==> src/rtl/sipo_rx_if.sv <==
// sipo_rx_if -- serial receive link bundle for sipo_rx.
//
// Purpose: groups the serial input side (s_in, s_valid, frame_start) and the
// parallel word output side (d_out, d_valid, busy, optional parity_err) of the
// receiver into one interface.
//
// Optional feature macro: SIPO_PARITY_EN adds the parity_err signal.
//
// Signals:
//   s_in         serial data bit                      (master -> slave)
//   s_valid      s_in carries a valid bit this cycle  (master -> slave)
//   frame_start  s_in is bit 0 of a new frame         (master -> slave)
//   d_out        last completed word                  (slave -> master)
//   d_valid      one-cycle strobe, d_out just updated (slave -> master)
//   busy         a frame is in progress               (slave -> master)
//   parity_err   parity of last word was wrong        (slave -> master, macro only)
//
// Modports: master = serial source / word consumer, slave = sipo_rx.

interface sipo_rx_if #(
    parameter int bits = 8
);
    logic            s_in;
    logic            s_valid;
    logic            frame_start;
    logic [bits-1:0] d_out;
    logic            d_valid;
    logic            busy;
`ifdef SIPO_PARITY_EN
    logic            parity_err;

    modport master (
        output s_in, s_valid, frame_start,
        input  d_out, d_valid, busy, parity_err
    );

    modport slave (
        input  s_in, s_valid, frame_start,
        output d_out, d_valid, busy, parity_err
    );
`else
    modport master (
        output s_in, s_valid, frame_start,
        input  d_out, d_valid, busy
    );

    modport slave (
        input  s_in, s_valid, frame_start,
        output d_out, d_valid, busy
    );
`endif
endinterface

==> src/rtl/sipo_rx.sv <==
// sipo_rx -- serial-in/parallel-out receiver.
//
// Purpose: collects a framed serial bit stream into a `bits`-wide word and
// presents each completed word with a one-cycle d_valid strobe. Frames are
// aligned by frame_start; a bit counter and a small FSM track the position.
//
// Optional feature macro: SIPO_PARITY_EN -- each frame carries one extra even
// parity bit after the data bits, checked and reported on parity_err.
//
// Ports:
//   clk   clock, all state changes on the rising edge
//   rst   synchronous reset, active-high
//   sif   sipo_rx_if.slave: s_in, s_valid, frame_start in;
//         d_out, d_valid, busy (and parity_err with the macro) out
//
// Parameters:
//   bits       word width (>= 2)
//   MSB_FIRST  1: first received bit ends up in d_out[bits-1]; 0: in d_out[0]

module sipo_rx #(
    parameter int bits      = 8,
    parameter bit MSB_FIRST = 1'b1
) (
    input  logic         clk,
    input  logic         rst,
    sipo_rx_if.slave     sif
);
    localparam int CNT_W = $clog2(bits + 1);

    localparam logic [1:0] IDLE   = 2'd0;
    localparam logic [1:0] SHIFT  = 2'd1;
    localparam logic [1:0] PARITY = 2'd2;

    localparam logic [CNT_W-1:0] LAST_DATA = CNT_W'(bits - 1);

    logic [1:0]       state, state_nxt;
    logic [CNT_W-1:0] cnt, cnt_nxt;
    logic [bits-1:0]  sreg, sreg_nxt, shifted;
    logic             deliver;
    logic             perr_nxt;

    // Shift one bit in, on the side that makes the first bit of a frame
    // end up at the word's configured end once all bits have arrived.
    function automatic logic [bits-1:0] shift_bit(input logic [bits-1:0] w,
                                                  input logic            b);
        if (MSB_FIRST)
            return {w[bits-2:0], b};
        else
            return {b, w[bits-1:1]};
    endfunction

    always_comb begin
        shifted   = shift_bit(sreg, sif.s_in);
        state_nxt = state;
        cnt_nxt   = cnt;
        sreg_nxt  = sreg;
        deliver   = 1'b0;
        perr_nxt  = 1'b0;

        if (sif.s_valid) begin
            if (sif.frame_start) begin
                // A marker always (re)starts a frame, aborting any partial word.
                state_nxt = SHIFT;
                cnt_nxt   = CNT_W'(1);
                sreg_nxt  = shift_bit('0, sif.s_in);
            end else begin
                case (state)
                    SHIFT: begin
                        sreg_nxt = shifted;
                        if (cnt == LAST_DATA) begin
`ifdef SIPO_PARITY_EN
                            state_nxt = PARITY;
                            cnt_nxt   = CNT_W'(bits);
`else
                            state_nxt = IDLE;
                            cnt_nxt   = '0;
                            deliver   = 1'b1;
`endif
                        end else begin
                            cnt_nxt = cnt + 1'b1;
                        end
                    end
`ifdef SIPO_PARITY_EN
                    PARITY: begin
                        // Even parity: data bits XOR parity bit must be 0.
                        state_nxt = IDLE;
                        cnt_nxt   = '0;
                        deliver   = 1'b1;
                        perr_nxt  = ^{sreg, sif.s_in};
                    end
`endif
                    default: begin
                        // IDLE: bits without a frame marker are ignored.
                        state_nxt = IDLE;
                        cnt_nxt   = '0;
                    end
                endcase
            end
        end
    end

    always_ff @(posedge clk) begin
        if (rst) begin
            state          <= IDLE;
            cnt            <= '0;
            sreg           <= '0;
            sif.d_out      <= '0;
            sif.d_valid    <= 1'b0;
            sif.busy       <= 1'b0;
`ifdef SIPO_PARITY_EN
            sif.parity_err <= 1'b0;
`endif
        end else begin
            state       <= state_nxt;
            cnt         <= cnt_nxt;
            sreg        <= sreg_nxt;
            sif.d_valid <= deliver;
            // busy tracks the registered state exactly (same edge).
            sif.busy    <= (state_nxt != IDLE);
            if (deliver) begin
                sif.d_out      <= sreg_nxt;
`ifdef SIPO_PARITY_EN
                sif.parity_err <= perr_nxt;
`endif
            end
        end
    end

`ifndef SIPO_PARITY_EN
    // Parity result only has a consumer when the parity feature is built in.
    logic unused_perr;
    assign unused_perr = perr_nxt;
`endif

endmodule

==> src/flat_wrapper.sv <==
// flat-port wrapper written by rule: the top's interface ports become plain ports
module sipo_rx_flat 
#(
    parameter int bits      = 8,
    parameter bit MSB_FIRST = 1'b1
)
  (clk, rst, sif_s_in, sif_s_valid, sif_frame_start, sif_d_out, sif_d_valid, sif_busy);
  sipo_rx_if #(.bits(bits)) sif_i ();
  input  logic clk;
  input  logic rst;
  input wire logic [$bits(sif_i.s_in)-1:0] sif_s_in;
  input wire logic [$bits(sif_i.s_valid)-1:0] sif_s_valid;
  input wire logic [$bits(sif_i.frame_start)-1:0] sif_frame_start;
  output wire logic [$bits(sif_i.d_out)-1:0] sif_d_out;
  output wire logic [$bits(sif_i.d_valid)-1:0] sif_d_valid;
  output wire logic [$bits(sif_i.busy)-1:0] sif_busy;
  assign sif_i.s_in = sif_s_in;
  assign sif_i.s_valid = sif_s_valid;
  assign sif_i.frame_start = sif_frame_start;
  assign sif_d_out = sif_i.d_out;
  assign sif_d_valid = sif_i.d_valid;
  assign sif_busy = sif_i.busy;
  sipo_rx #(.bits(bits), .MSB_FIRST(MSB_FIRST)) u_core (.clk(clk), .rst(rst), .sif(sif_i));
endmodule
==> config.mk <==
export PLATFORM = sky130hd
export DESIGN_NAME = sipo_rx_flat
export DESIGN_NICKNAME = d
export VERILOG_FILES = /design/src/rtl/sipo_rx_if.sv /design/src/rtl/sipo_rx.sv /design/src/flat_wrapper.sv
export SDC_FILE = /design/constraint.sdc
export NUM_CORES = 1
export LEC_CHECK = 0
export CAP_MARGIN = 10
export CORE_MARGIN = 4
export CORE_UTILIZATION = 60
export DETAILED_ROUTE_END_ITERATION = 6
export DONT_BUFFER_PORTS = 1
export GPL_TIMING_DRIVEN = 0
export PLACE_DENSITY = 0.77
export SLEW_MARGIN = 5
export SYNTH_ARGS = -nofsm -noshare
export SYNTH_HDL_FRONTEND = slang
export SYNTH_SLANG_ARGS = --single-unit
==> constraint.sdc <==
create_clock -name clk -period 2 [get_ports clk]
set_input_delay 0.4 -clock clk [delete_from_list [all_inputs] [get_ports clk]]
set_output_delay 0.4 -clock clk [all_outputs]
set_load 0.02 [all_outputs]
==> results, run 1 <==
- The maximum fanout along the worst path is 9.
- 15 I/O pins were placed.
- Setup total negative slack on the finished layout was measured at 0 ns.
- The region available for standard cell placement spans 1510 sq um.
- The number of hold violations in the final report is 0.
- Once the floorplan was initialized, standard cells occupied 63.9% of the core.
- The port buffer count is 0.
- The via count of the first global-routing pass is 624.
- Cells with a size suffix above 1 make up 10.4% of the layout.
- The path type of the worst setup path is reg2reg.
- The number of clock sinks is 23.
- The first detailed-routing pass took 4 iterations.
- Of the post-synthesis cell area, the part taken by muxes is 9.36%.
- The number of filler instances in the final layout is 127.
- The number of synthesized flops with an enable pin is 0.
- The pre-CTS setup slack is 0.502 ns.
- The number of antenna violations at the first check in global routing is 0.
- The kind of cell adding the most delay to the critical path is simple AND/OR/NAND/NOR gates.
- The area share of the largest cell type after synthesis is 47.9%.
- The cell area after layout is 1010 sq um.
- The final standard cell utilization of the core is 67.0%.
- The worst setup path endpoint is u_core.sif.d_out[3]$_SDFFE_PP0P_.
- After detailed placement, the total cell area comes to 982 sq um.
- In this design, the stage delay of the slowest critical-path cell is 0.41 ns.
- The worst register-to-register path begins at u_core.cnt[0]$_SDFFE_PP0P_.
- In this run the power spent charging and discharging nets is 0.180 mW.
- For this run, the register share of the synthesized area comes to 47.9%.
- The portion of total power attributed to sequential cells is 64.0%.
- The pin count of the biggest net entering global routing is 14.
- Summing every instance area after synthesis gives 962 sq um.
- By count the netlist is led by dfxtp_1, nor2_1, mux2i_1.
- The areal power density over the cells is 731 nW/um^2.
- The die outline width is 48.0 um.
- The register clock-pin slew on the reported worst setup and hold paths is 0.13 ns.
- After detailed placement, the design holds a cell count of 118.
- At the worst endpoint, the required time is 2.20 ns.
- For this run, asynchronously set or reset flops after synthesis account for 0%.
- In this run the clock root is driven by a clkbuf_4.
- The area share of and/or/nand/nor cells after synthesis is 20.2%.
- The tool flagged a number of max-cap violations equal to 0.
- For this run, design rule violations remaining after detail routing come to 0.
- The minimum setup slack in the final design is 0.461 ns.
- The final critical path time including I/O delays and setup is 1.54 ns.
- Dividing the detail-routed via count by the number of cells gives 6.06.
- Summing all flip-flop and latch instances after layout gives 460 sq um.
- The switching share of total power is 24.4%.
- The compound-cell area share of the yosys netlist is 17.0%.
- The transition at the pin with the smallest max-transition slack is 0.439 ns.
- The depth of the worst register-to-register path is 6.
- The number of buffers added by the clock tree synthesis step is 3.
- The later pin in the worst-skew pair is clocked with a latency of 0.31 ns.
- For this run, the total global-route usage over all layers was measured as 17.7%.
- Summing the areas of all xor and xnor instances in the mapped netlist gives 0% of the synthesized area.
- The worst max-slew margin expressed relative to the limit is 70.7%.
- The total nets after synthesis is 108.
- Averaged over all synthesized cells, the footprint is 9.43 sq um.
- The number of hold buffers added after CTS was 0.
- Measured along the y axis, the die boundary spans 48.0 um.
- The completed layout was analyzed and its total power is 0.738 mW.
- Per report_power, the clock group accounts for 29.5% of the total.
- The number of rows in the core area is 14.
- Counting buffers and inverters, the worst setup path is 6 cells deep.
- Counting every instance in the synthesized netlist gives 102.
- Derived from the worst setup path, the maximum achievable clock frequency is 0.650 GHz.
- After legalization and detailed placement, the total HPWL measured 1.25 mm.
- The flow ran to the end, and the final reports show no timing, DRC or antenna violations.
- In this run the number of H-tree levels came out at 1.
- Setup violations remaining at the end of the flow were counted as 0.
- The area of the multi-input gates is 460 sq um.
- The total setup buffers inserted after CTS is 0.
- Relative to the synthesized area, the layout overhead comes to 4.94%.
- The leakage power total is 0.435 nW.
- The type of element capturing the critical path is a flop.
- The flop-to-flop setup slack is 0.46 ns.
- The startpoint class of the critical path is a flop.
- The netlist uses 26 different library cells.
- For this run, the leading register cell type out of synthesis is dfxtp_1.
- The worst supply voltage drop on vdd is 0.577 mV.
- Routability-driven placement finished with a final weighted congestion of 0.779.
- The count of cells resized by post-cts repair is 0.
- The worst hold-check path type is in2reg.
- The die covers 2310 sq um.
- The detailed router finished its first iteration with 19 violations.
- dfxtp_1 takes more of the synthesized area than any other cell.
- The number of register bits inferred by synthesis is 23.
- Excluding fillers, the count of instances in the completed layout stands at 122.
- The total overflow left after global routing is 0.
- By area the synthesized netlist is led by dfxtp_1, mux2i_1, nor2_1, a2bb2oi_1, a22oi_1.
- The routed layout has 739 vias.
- By area, the combinational part of the netlist is dominated by simple AND/OR/NAND/NOR gates.
- The number of buffer and inverter stages on the critical path is 1.
- For the final database, setup skew stands at 0.00778 ns.
- The signal on the critical path passes through ha_1, and3b_1, nand4b_1, buf_6, mux2i_1, nor2_1.
- During synthesis, Yosys emitted a total of 0 warnings.
- Setup repair after global routing left no endpoint under its margin.
- The max-slew violation total from the final report is 0.
- The cell with the largest stage delay on the worst path is dfxtp_1.
- STA puts the critical path data arrival time at 1.74 ns.
- In the final routed layout, each cell accounts on average for 14.9 um.
- The share of total power in combinational logic is 6.5%.
- The worst path uses 77.0% of the clock period.
- The wire length of the first global-routing pass is 2.82 mm.
- The count of nets left with antenna violations once routing finished came out at 0.
- The total length of routed wires is 1.81 mm.
- Of the total synthesized cell area, the portion taken by full adders, half adders and majority gates is 1.30%.
- The net count of the finished layout is 113.
- The maximum clock insertion buffer count is 2.
- The worst setup path startpoint is u_core.cnt[0]$_SDFFE_PP0P_.
- The number of antenna cells inserted is 0.
- In this run the critical register-to-register path is captured at u_core.sif.d_out[3]$_SDFFE_PP0P_.
- TritonCTS built the clock tree.
- The internal power of the cells totals 0.558 mW.
- The hold slack is 0.133 ns.
-- how the worst min path moves through the flow --
stage / start / end / slack (ns) / depth (start not counted)
3_5_place_dp: rst / u_core.cnt[3]$_SDFFE_PP0P_ / 0.48 / 1
4_1_cts: rst / u_core.cnt[3]$_SDFFE_PP0P_ / 0.14 / 1
2_1_floorplan: u_core.cnt[1]$_SDFFE_PP0P_ / u_core.cnt[1]$_SDFFE_PP0P_ / 0.46 / 2
6_report: rst / u_core.cnt[3]$_SDFFE_PP0P_ / 0.13 / 1
3_3_place_gp: rst / u_core.state[0]$_SDFF_PP0_ / 0.47 / 1
5_1_grt: rst / u_core.cnt[3]$_SDFFE_PP0P_ / 0.11 / 1
-- cells by family (layout without fill, tap and decap cells) --
kind of cell | Yosys count | count (layout)
and+or+nand+nor | 40 | 40
DFF | 23 | 23
AOI/OAI and AO/OA | 21 | 21
muxes | 9 | 9
buffers and inverters | 8 | 12
adders and majority gates | 1 | 1
-- layout make-up --
| class | count | share of cell area (%) |
|---|---|---|
| plain buffers | 7 | 3.72 |
| inverters | 1 | 0.372 |
| well taps | 16 | 1.98 |
| clock buffers | 3 | 2.23 |
| multi-input cells | 71 | 45.6 |
| clock inverters | 1 | 0.496 |
| flip-flops and latches | 23 | 45.6 |
-- sequential cells by signal (all words and copies together) (netlist names) --
register            cells
u_core.cnt              4
u_core.sif.busy         1
u_core.sif.d_out        8
u_core.sif.d_valid      1
u_core.sreg             7
u_core.state            2
-- worst register-to-register path: stages (launching register included) --
cell and delay (ns):
dfxtp_1 0.41, ha_1 0.23, and3b_1 0.27, nand4b_1 0.14
buf_6 0.17, mux2i_1 0.15, nor2_1 0.05
-- layer usage --
| layer | part of all wire [%] | global-route usage [%] |
|---|---|---|
| met5 | 0 | 0 |
| met4 | 1.5 | 6.45 |
| met3 | 4.1 | 3.38 |
| met2 | 46 | 26.6 |
| met1 | 49 | 24.9 |
-- placed cells by master (no fill, tap or decap) --
cell | Yosys | routed
o31ai_1 | 1 | 1
nand3_1 | 2 | 2
inv_2 | 1 | 1
o21ai_1 | 2 | 2
o221a_1 | 1 | 1
nor3_1 | 1 | 1
a2bb2oi_1 | 6 | 6
mux2i_1 | 9 | 9
nand4b_1 | 1 | 1
and3b_1 | 2 | 2
a22oi_1 | 6 | 6
o21a_1 | 1 | 1
nor4_1 | 2 | 2
clkinv_2 | 0 | 1
dfxtp_1 | 23 | 23
clkbuf_1 | 3 | 3
clkbuf_4 | 0 | 3
nand2_1 | 5 | 5
a21oi_1 | 3 | 3
nand2b_4 | 1 | 1
a311oi_2 | 1 | 1
nand2b_1 | 1 | 1
and2b_1 | 1 | 1
nor3b_1 | 1 | 1
buf_2 | 3 | 3
ha_1 | 1 | 1
nor2_1 | 23 | 23
buf_6 | 1 | 1
-- power groups by stage --
stage | Combinational [mW] | Sequential (mW) | Clock [mW]
floorplan | 0.0385 | 0.481 | 0
global route | 0.0537 | 0.473 | 0.249
global placement | 0.0464 | 0.482 | 0
detailed placement | 0.0477 | 0.482 | 0
CTS | 0.0480 | 0.472 | 0.218
finish | 0.0480 | 0.472 | 0.218
No activity file was read; power rests on OpenSTA's default activity.
==> run 2, diff against run 1 <==
--- a/config.mk
+++ b/config.mk
@@ -7,11 +7,11 @@
 export LEC_CHECK = 0
 export CAP_MARGIN = 10
 export CORE_MARGIN = 4
-export CORE_UTILIZATION = 60
+export CORE_UTILIZATION = 59
 export DETAILED_ROUTE_END_ITERATION = 6
 export DONT_BUFFER_PORTS = 1
 export GPL_TIMING_DRIVEN = 0
-export PLACE_DENSITY = 0.77
+export PLACE_DENSITY = 0.76
 export SLEW_MARGIN = 5
 export SYNTH_ARGS = -nofsm -noshare
 export SYNTH_HDL_FRONTEND = slang
==> constraint.sdc (replaced) <==
create_clock -name clk -period 1.57 [get_ports clk]
set_input_delay 0.314 -clock clk [delete_from_list [all_inputs] [get_ports clk]]
set_output_delay 0.314 -clock clk [all_outputs]
set_load 0.02 [all_outputs]
==> run 2 against run 1 <==
Critical path depth unchanged; total power up 26%; maximum frequency up 3.8%; routed wire length up 0.88%; largest cell class is now multi-input gates.
==> results, run 2 (synthesized netlist as in run 1, its figures left out) <==
- Including well taps, the total number of placed cells is 118.
- The number of antenna violations at the first check in global routing is 0.
- The maximum fanout along the worst path is 4.
- The largest single stage delay on the critical path is 0.36 ns.
- The startpoint class of the critical path is a flop.
- The pin count of the biggest net entering global routing is 14.
- After floorplanning, the core was divided into 14 placement rows.
- TritonCTS built the clock tree.
- The post-route netlist has 15.0% of its cells at a drive strength greater than 1.
- The max-slew violation total from the final report is 0.
- The number of flip-flops under the largest register name is 8.
- The most common cell after layout, fill and taps aside is nor2_1.
- For this run the aggregate overflow at the end of global routing stands at 0.
- The run finished with clean final reports.
- 0 antenna diodes ended up in the layout.
- The number of hold violations in the final report is 0.
- The final standard cell count with taps included and fillers excluded is 123.
- The core region is 1520 sq um.
- Timing analysis after detailed placement gives a worst setup slack of 0.0773 ns.
- The maximum clock insertion buffer count is 2.
- The length of the first detailed-routing pass in iterations is 4.
- In the final routed layout, each cell accounts on average for 14.9 um.
- The worst setup path is captured at a flop.
- In the routed design, unresolved DRC markers number 0.
- The max-capacitance violation count is 0.
- The wire length of the first global-routing pass is 3.22 mm.
- The final net count is 114.
- After detailed routing, the number of vias per cell comes to 6.12.
- Data on the critical path is required at its endpoint by 1.76 ns.
- Registers take 463 sq um.
- The via count of the first global-routing pass is 739.
- The area growth from synthesis to layout is 6.11%.
- The area of the die is 2340 sq um.
- In the global route stage, overall resource usage came out at 16.6%.
- Counting instances, the worst hold path has a depth of 1.
- The final worst-path cycle share is 94.5%.
- Traced cell by cell, the critical path runs through ha_2, and3b_2, nand4b_1, buf_2, mux2i_1, nor2_1.
- The critical path is of the reg2reg type.
- For the worst-skew pair, the clock arrives at the later sink with an insertion delay of 0.30 ns.
- The top cell types in the final layout, fill and taps aside, are nor2_1, dfxtp_1, mux2i_1, a22oi_1, a2bb2oi_1.
- The die height is 48.4 um.
- The tightest min-delay check is of the in2reg type.
- The final critical path time including I/O delays and setup is 1.48 ns.
- The register clock-pin slew on the reported worst setup and hold paths is 0.12 ns.
- In this run the number of H-tree levels came out at 1.
- The tree built by TritonCTS fans out to 23 sinks.
- In the final timing run, aggregate negative setup slack is 0 ns.
- During I/O placement, the number of pins put on the boundary was 15.
- CTS placed an instance of clkbuf_4 at the clock tree root.
- The areal power density over the cells is 907 nW/um^2.
- The largest registers in the layout are u_core.sif.d_out x8, u_core.sreg x7, u_core.cnt x4.
- For this run, the share of the core covered by cells in the final layout is 67.0%.
- The worst path arrival time is 1.67 ns.
- The iteration-0 DRC count of the detailed router is 12.
- The post-route clock skew is 0.00475 ns.
- The total via count after detailed routing is 753.
- The achievable clock frequency is 0.674 GHz.
- The die outline width is 48.4 um.
- The number of filler instances in the final layout is 121.
- The cell with the largest stage delay on the worst path is dfxtp_2.
- The area of the multi-input gates is 464 sq um.
- During placement, the flow inserted port buffers numbering 0.
- The depth of the worst register-to-register path is 6.
- The detail route stage leaves a number of antenna-violating nets equal to 0.
- Counting the buffers created by CTS gives 3.
- The transition at the pin with the smallest max-transition slack is 0.445 ns.
- The routed design has 1.83 mm of wire.
- Setup repair after global routing left no endpoint under its margin.
- Summed over all nets, the half-perimeter wirelength after detailed placement is 1.27 mm.
- The worst max-slew margin expressed relative to the limit is 70.4%.
- The placer's final routability congestion estimate is 0.894.
- The register with the most flip-flops is u_core.sif.d_out.
- The leakage power total is 0.434 nW.
- Setup violations remaining at the end of the flow were counted as 0.
- Once routing completed, OpenROAD measured the worst setup slack at 0.0871 ns.
- The initial utilization of the core area, before any placement, comes to 63.1%.
- The worst supply voltage drop on vdd is 0.536 mV.
==> run 2: critical path, delay by kind of cell (launching register included) <==
family        cells  cell delay [ns]
mux               1             0.19
fa+ha+maj         1             0.20
buf+inv           1             0.19
flops             1             0.36
simple gates      3             0.43
==> run 2: where the power goes <==
part	internal [mW]	switching, mW
Clock	0.0948	0.169
Combinational	0.0241	0.0371
Sequential	0.592	0.00980
==> run 2: cell type report <==
cell class | count | share of cell area (%)
tap | 16 | 1.96
sequential | 23 | 45.3
multi-input combinational | 71 | 45.5
clock buffer | 3 | 2.21
inverter | 1 | 0.368
timing repair buffer | 1 | 0.490
buffer | 7 | 3.68
clock inverter | 1 | 0.490
==> run 2: routing by layer <==
layer  track usage (%)  share of wire, %
met1              19.7                45
met2              27.6                49
met3              4.60               4.9
met4              6.91              0.82
met5                 0                 0
==> run 2: stage by stage <==
step	power, mW	hold WS [ns]	cell area (sq um)
finish	0.926	0.0594	1020
global route	0.981	0.0415	1020
CTS	0.932	0.0548	1010
detailed placement	0.675	0.387	982
global placement	0.673	0.387	982
floorplan	0.661	0.382	962
==> run 2: timing repair <==
item / in CTS / in global routing
hold buffers: 0 / 0
endpoints found under the hold margin: 0 / 0
resized for setup: 0 / 4
buffers inserted: 0 / 0
setup endpoints to repair: 0 / 3
==> run 2: worst paths after layout <==
kind | slack (ns) | startpoint | endpoint
max | 0.09 | u_core.cnt[0]$_SDFFE_PP0P_ | u_core.sif.d_out[4]$_SDFFE_PP0P_
min | 0.06 | rst | u_core.state[0]$_SDFF_PP0_
max reg2reg | 0.09 | u_core.cnt[0]$_SDFFE_PP0P_ | u_core.sif.d_out[4]$_SDFFE_PP0P_
min reg2reg | 0.48 | u_core.cnt[1]$_SDFFE_PP0P_ | u_core.cnt[1]$_SDFFE_PP0P_
